### config.mk
export PLATFORM = sky130hd
export DESIGN_NAME = mem_port_arbiter
export DESIGN_NICKNAME = d
export VERILOG_FILES = /design/src/rtl/mem_port_arbiter.sv
export SDC_FILE = /design/constraint.sdc
export NUM_CORES = 1
export LEC_CHECK = 0
export ABC_CLOCK_PERIOD_IN_PS = 1800
export BUFFER_PORTS_ARGS = -buffer_cell sky130_fd_sc_hd__buf_2
export CORE_MARGIN = 2
export CORE_UTILIZATION = 36
export DETAILED_ROUTE_END_ITERATION = 8
export PLACE_DENSITY_LB_ADDON = 0.08
export SETUP_SLACK_MARGIN = 0.05
export SYNTH_ARGS = -nofsm -noshare
export SYNTH_HDL_FRONTEND = slang
export SYNTH_SLANG_ARGS = --single-unit
### constraint.sdc
create_clock -name clk -period 1.8 [get_ports clk]
set_input_delay 0 -clock clk [delete_from_list [all_inputs] [get_ports clk]]
set_output_delay 0 -clock clk [all_outputs]
set_load 0.02 [all_outputs]
### src/rtl/mem_port_arbiter.sv
// Two-port memory arbiter: fetch (port 0) and data (port 1) share one memory through an IDLE/ISSUE/WAIT/DONE handshake.
// Define MEM_ARB_ROUND_ROBIN_EN for round-robin tie-breaking; otherwise port 1 wins every tie.
module mem_port_arbiter #(
    parameter int ramWidth      = 8,
    parameter int addrSize      = 8,
    parameter int timeoutCycles = 64
) (
    input  logic                clk,
    input  logic                clr,
    input  logic                req0,
    input  logic                req1,
    input  logic                wr0,
    input  logic                wr1,
    input  logic                ind0,
    input  logic                ind1,
    input  logic [addrSize-1:0] addr0,
    input  logic [addrSize-1:0] addr1,
    input  logic [ramWidth-1:0] wdata0,
    input  logic [ramWidth-1:0] wdata1,
    output logic                ack0,
    output logic                ack1,
    output logic                err0,
    output logic                err1,
    output logic [ramWidth-1:0] rdata,
    output logic [1:0]          memCntrl,
    output logic [addrSize-1:0] memAddr,
    output logic [ramWidth-1:0] memDataIn,
    output logic                memIndirect,
    input  logic [ramWidth-1:0] memDataOut,
    input  logic                memReady,
    output logic                busy
);

    localparam int CntW = $clog2(timeoutCycles) + 1;
    localparam logic [CntW-1:0] LastWait = CntW'(timeoutCycles - 1);

    localparam logic [1:0] IDLE  = 2'd0;
    localparam logic [1:0] ISSUE = 2'd1;
    localparam logic [1:0] WAIT  = 2'd2;
    localparam logic [1:0] DONE  = 2'd3;

    localparam logic [1:0] CNTRL_IDLE  = 2'b00;
    localparam logic [1:0] CNTRL_READ  = 2'b01;
    localparam logic [1:0] CNTRL_WRITE = 2'b10;

    logic [1:0]      state;
    logic [CntW-1:0] wait_cnt;
    logic            grant;
    logic            dropped;
    logic            pick;
    logic            winner_req;
    logic            live;

`ifdef MEM_ARB_ROUND_ROBIN_EN
    logic last_grant;

    // Reset value 0 means "port 0 went last", so the first tie goes to port 1.
    always_comb begin
        pick = req1;
        if (req0 && req1) pick = ~last_grant;
    end
`else
    always_comb begin
        pick = req1;
    end
`endif

    assign winner_req = grant ? req1 : req0;
    // A requester that let go of req at any point before completion gets no ack/err.
    assign live       = winner_req & ~dropped;
    assign busy       = (state != IDLE);

    always_ff @(posedge clk) begin
        if (clr) begin
            state       <= IDLE;
            ack0        <= 1'b0;
            ack1        <= 1'b0;
            err0        <= 1'b0;
            err1        <= 1'b0;
            memCntrl    <= CNTRL_IDLE;
            memAddr     <= '0;
            memDataIn   <= '0;
            memIndirect <= 1'b0;
            rdata       <= '0;
            wait_cnt    <= '0;
            grant       <= 1'b0;
            dropped     <= 1'b0;
`ifdef MEM_ARB_ROUND_ROBIN_EN
            last_grant  <= 1'b0;
`endif
        end else begin
            ack0 <= 1'b0;
            ack1 <= 1'b0;
            err0 <= 1'b0;
            err1 <= 1'b0;
            case (state)
                IDLE: begin
                    if (req0 || req1) begin
                        grant       <= pick;
                        memCntrl    <= (pick ? wr1 : wr0) ? CNTRL_WRITE : CNTRL_READ;
                        memAddr     <= pick ? addr1 : addr0;
                        memDataIn   <= pick ? wdata1 : wdata0;
                        memIndirect <= pick ? ind1 : ind0;
                        wait_cnt    <= '0;
                        dropped     <= 1'b0;
                        state       <= ISSUE;
`ifdef MEM_ARB_ROUND_ROBIN_EN
                        last_grant  <= pick;
`endif
                    end
                end
                ISSUE: begin
                    if (!winner_req) dropped <= 1'b1;
                    state <= WAIT;
                end
                WAIT: begin
                    if (!winner_req) dropped <= 1'b1;
                    wait_cnt <= wait_cnt + 1'b1;
                    if (memReady) begin
                        rdata    <= memDataOut;
                        memCntrl <= CNTRL_IDLE;
                        ack0     <= live & ~grant;
                        ack1     <= live & grant;
                        state    <= DONE;
                    end else if (wait_cnt == LastWait) begin
                        memCntrl <= CNTRL_IDLE;
                        ack0     <= live & ~grant;
                        ack1     <= live & grant;
                        err0     <= live & ~grant;
                        err1     <= live & grant;
                        state    <= DONE;
                    end
                end
                DONE: begin
                    state <= IDLE;
                end
                default: begin
                    state <= IDLE;
                end
            endcase
        end
    end

endmodule

==> metrics.txt, run 1 <==
area share of xor/xnor cells in the synthesized design=1.90%; Yosys cell types=35; Post-synth EDFFs=0; share of cells above drive strength 1=34.8%; worst-path cell with the longest stage delay=o311a_4; crit path kind=reg -> reg; ys flop type=dfxtp_1; DP Worst Slack=0.0608 ns; post-synthesis simple-gate area fraction=20.1%; Nets=345; Sink Count=42; multiplexer area fraction after synthesis=9.76%; Die ar.=5720 um2; Area growth, synth to finish=35.7%; RSZ-0062 raised after global routing=yes; Design Power=3220 uW; #FFs+latches synth=42; Synthesized Nets=258; 1st-iter DRT viols=50; Max Clock Skew=0.00391 ns; Synth Area in Compound Gates=16.1%; Internal=1970 uW; combinational share of power=42.3%; initial antenna violation count=0; total core area=5040 um2; clock period minus final worst setup slack=1.67 ns; Mapped Area=1850 um2; PD cells=1280 nW/um2; Yosys warning count=0; Setup Buffers After CTS=0; main combinational cell family by area after synthesis=simple AND/OR/NAND/NOR gates; crit end category=flop; GRT Total Usage=15.5%; clk slew on worst S/H paths=0.08 ns; Num CTS Buffers=5; clk_lat worst skew=0.29 ns; clk buf depth=2; most frequent cells in the layout=buf_2, dfxtp_1, nor2_1, mux2i_1, a211oi_1; Max Slew Vio Count=0; Sw Pwr=1250 uW; CP Max Fanout=5; status=complete, no violations; Finish-stage setup viols=0; crit path cell chain=ha_1, nand3_2, o311a_4, or2_1, a221oi_2; Util after Layout=49.7%; first-pass GRT wire length=6790 um; total number of vias=1721; Ports=81; row count=26; Mean Syn Cell Area=9.00 um2; switch share=38.7%; Synth Area in Adders=2.71%; fin crit share=92.9%; Final Hold Vio Count=0; Async S/R FF share, synth=0%; FMAX=598 MHz; Buffers & Inverters on Critical Path=0; post-synthesis sequential area ratio=45.6%; Worst path top cell family by delay=compound AO/OA/AOI/OAI gates; Reg power frac=38.3%; die width=75.6 um; Slew @ Worst Pin=0.372 ns; GP Congestion=0.735; PortBufs=80; post-DR wirelength/cell=12.0 um; Slew headroom=74.9%; total wire length=4360 um; largest net degree at the start of global routing=35; HPWL Detailed=3220 um; most common cell after layout, fill and taps aside=buf_2; Max H-tree Level=2; height of the die=75.6 um; Antenna Nets Post-Route=0; initial core utilization=36.6%; setup TNS=0 ns; Leak=0.00114 uW; GRT overflow=0; maximum capacitance violations=0; Via density=4.74; Post-route DRC=0; maximum vdd drop=0.566 mV; Clock power frac=19.4%; # fillers=500; CP Data Arrival Time=1.88 ns; Root Driver=clkbuf_8; WP data required=2.01 ns; drt pass-1 iters=4; CTS tree=built; antenna fix cells=0; Worst Slack Setup Final=0.128 ns; Startpoint Class=flop; min-delay worst type=in -> reg; Gate Count Post-Synth=205; vias in the first global route=1545; max incr delay on CP=0.39 ns
[cell type report]
type                    instances  area [um2]  share of cell area [%]
repair buffers                 93         531                    21.2
flip-flops and latches         42         841                    33.6
inverters                       4        15.0                   0.599
well taps                      70        87.6                    3.50
clock inverters                 1        5.00                   0.200
multi-input cells             146         940                    37.5
clock buffers                   7        86.3                    3.45
[state kept, by name, indices dropped and copies added (netlist names)]
name         cells
ack1             1
memCntrl         2
dropped          1
memIndirect      1
err0             1
wait_cnt         7
memAddr          8
ack0             1
grant            1
err1             1
memDataIn        8
state            2
rdata            8
[power by group through the flow]
stage               clock network (uW)  registers, uW  logic [uW]
finish                             624           1230        1360
global route                       691           1260        1500
CTS                                650           1240        1360
detailed placement                   0           1250        1340
global placement                     0           1250        1340
floorplan                            0           1450         710
[per-stage QoR]
step,instance area [um2],hold slack (ns),instances
after floorplan,1850,0.148,205
after global placement,2330,0.258,347
after detailed placement,2330,0.260,347
after CTS,2500,0.0204,363
after global routing,2500,0.0309,363
final,2500,0.0181,363
[path summary, 6_finish.rpt]
path                from          end  slack (ns)  cells after the start
max          wait_cnt[0]     state[0]        0.13                      5
min                  wr0  memCntrl[0]        0.02                      4
max reg2reg  wait_cnt[0]     state[0]        0.13                      5
min reg2reg     rdata[0]     rdata[0]        0.45                      2
[metal layers]
layer / share of wire [%] / GRT usage, % / up-vias / wire [um]
li1: - / - / 900 / -
met1: 44 / 18.0 / 776 / 1930
met2: 49 / 25.9 / 40 / 2130
met3: 6.0 / 7.14 / 5 / 261
met4: 0.92 / 4.09 / 0 / 40
met5: 0 / 0 / - / 0
[worst register-to-register path, stage by stage, from the launching register on]
cell	delay [ns]
dfxtp_1	0.38
ha_1	0.21
nand3_2	0.13
o311a_4	0.39
or2_1	0.22
a221oi_2	0.26
[kinds of logic after synthesis]
family          after synthesis
simple gates                 78
mux                          18
compound gates               42
flops                        42
xor+xnor                      4
fa+ha+maj                     4
buf+inv                      17
[cell usage after synthesis (all sizes together) (2+ instances only)]
master	number	area, um2
clkbuf	6	22.5
inv	4	15.0
buf	7	33.8
o21ai	5	25.0
a21oi	12	60.1
or2	2	12.5
nand3	10	55.1
xnor2	4	35.0
dfxtp	42	841
nor3b	3	27.5
a211oi	17	128
nand2	16	60.1
nor4	4	25.0
ha	4	50.1
mux2i	18	180
nor2	34	130
nor3	4	20.0
[timing repair]
item / CTS / global route
hold buffers: 8 / 0
resized for setup: 1 / 2
hold endpoints to repair: 8 / 0
setup endpoints to repair: 1 / 2
(Power assumes the default switching activity.)
==> inputs of run 2 (changes only) <==
- ABC_CLOCK_PERIOD_IN_PS: 1800 -> 2200
- HOLD_SLACK_MARGIN: not set -> 0.05
- clock period: 1.8 -> 2.2 ns (I/O delays scaled with it)
==> metrics.txt, run 2 (synthesis gave the netlist of run 1 again) <==
Setup Buffers After CTS=0 (unchanged); area post-placement=2320 um2 (-0.32%); Sw Pwr=1010 uW (-19%); GRT Total Usage=15.8% (+0.36 points); drt pass-1 iters=4 (unchanged); PD cells=1010 nW/um2 (-21%); Internal=1610 uW (-18%); Design Power=2620 uW (-19%); status=complete, no violations; DP Worst Slack=0.471 ns (+0.410 ns); top flop regs=memAddr x8, memDataIn x8, rdata x8; Slew @ Worst Pin=0.524 ns (+0.152 ns); initial antenna violation count=0 (unchanged); row count=26 (unchanged); CP Data Arrival Time=1.97 ns (+0.09 ns); RR Startpoint=state[0]; GP Congestion=0.690 (-6.1%); Final Hold Vio Count=0 (unchanged); antenna fix cells=0 (unchanged); clock period minus final worst setup slack=1.75 ns (+0.0822 ns); first-pass GRT wire length=6950 um (+2.3%); clk buf depth=2 (unchanged); Reg power frac=38.5% (+0.2 points); 1st-iter DRT viols=58 (+16%); Leak=0.00118 uW (+3.2%); min-delay worst type=in -> reg; FMAX=570 MHz (-4.7%); Slew headroom=64.7% (-10 points); CTS tree=built; Startpoint Class=flop; height of the die=75.6 um (unchanged); worst hold slack=0.0481 ns (+0.0300 ns); Num CTS Buffers=5 (unchanged); largest net degree at the start of global routing=31 (-11%); post-DR wirelength/cell=12.0 um (-0.18%); WP data required=2.42 ns (+0.41 ns); PortBufs=80 (unchanged); fin crit share=79.7% (-13 points); GRT overflow=0 (unchanged); Worst Slack Setup Final=0.446 ns (+0.318 ns); initial core utilization=36.6% (unchanged); HPWL Detailed=3240 um (+0.64%); share of cells above drive strength 1=32.8% (-2.0 points); critical path startpoint=state[0]; Die ar.=5720 um2 (unchanged); Area growth, synth to finish=40.4%; Sink Count=42 (unchanged); Nets=354 (+2.6%); switch share=38.6% (-0.14 points); total number of vias=1773 (+3.0%); crit end category=flop; crit path kind=reg -> reg; die width=75.6 um (unchanged); Worst Min Path Start=addr0[1]; clk_lat worst skew=0.29 ns (about the same); Antenna Nets Post-Route=0 (unchanged); most frequent cells in the layout=buf_2, dfxtp_1, nor2_1, mux2i_1, dlygate4sd3_1; Root Driver=clkbuf_8; Ports=81 (unchanged); maximum vdd drop=0.520 mV (-8.2%); Max Slew Vio Count=0 (unchanged); most common cell after layout, fill and taps aside=buf_2; clk slew on worst S/H paths=0.08 ns (about the same); Clock power frac=19.2% (-0.2 points); setup TNS=0 ns (unchanged); Via density=4.77 (+0.53%); post-cts sizing count=0 (-1); combinational share of power=42.3% (about the same); CP Max Fanout=8 (+3); Final Instance Area=2590 um2 (+3.4%); RSZ-0062 raised after global routing=no; Max Clock Skew=0.00728 ns (+0.00337 ns); Max H-tree Level=2 (unchanged); total core area=5040 um2 (unchanged); Post-route DRC=0 (unchanged); maximum capacitance violations=0 (unchanged); total wire length=4460 um (+2.3%); Finish-stage setup viols=0 (unchanged); # fillers=489 (-2.2%); vias in the first global route=1616 (+4.6%)
## run 2: cell types whose count changed in the layout (fill, tap and decap cells not counted), sizes merged
| cell | delta |
|---|---|
| dlygate4sd3 | +10 |
| buf | -1 |
## run 2: worst max-delay path, stage by stage, from the launching register on
cell and delay (ns):
dfxtp_1 0.30, inv_1 0.12, ha_1 0.29, or3b_4 0.45, o21ai_0 0.23, o21ai_0 0.14, a21oi_1 0.15
## run 2: power groups by stage
stage	clock, uW	sequential [uW]	combinational [uW]
2_1_floorplan	0	1190	581
3_3_place_gp	0	1020	1090
3_5_place_dp	0	1030	1090
4_1_cts	518	1010	1120
5_1_grt	542	1030	1230
6_report	503	1010	1110
## run 2: worst paths after layout
check,endpoint,slack (ns),cells after the start
max reg2reg,memCntrl[0],0.45,6
min,memAddr[1],0.05,3
max,memCntrl[0],0.45,6
min reg2reg,rdata[0],0.45,2
## run 2: final cells by class
cell class                 count  area, um2  area share, %
timing repair buffer         102        623           24.0
inverter                       4       15.0          0.579
multi-input combinational    146        933           36.0
clock buffer                   7       86.3           3.33
tap                           70       87.6           3.38
sequential                    42        841           32.4
clock inverter                 1       5.00          0.193
## run 2: timing repair
item | 4_1_cts | 5_1_grt
hold buffers | 18 | 0
hold endpoints to repair | 16 | 0
endpoints found under the setup margin | 0 | 0
## run 2: metrics by stage
stage / std cells / utilization (%)
CTS: 372 / 51.4
global route: 372 / 51.4
detailed placement: 346 / 46.0
finish: 372 / 51.4
global placement: 346 / 46.0
floorplan: 205 / -
## run 2: metal layers
layer | GRT usage, % | share of wire (%) | vias to the layer above
li1 | - | - | 916
met5 | 0 | 0 | -
met1 | 18.2 | 43 | 794
met2 | 27.5 | 50 | 56
met3 | 4.63 | 6.2 | 7
met4 | 6.43 | 1.3 | 0
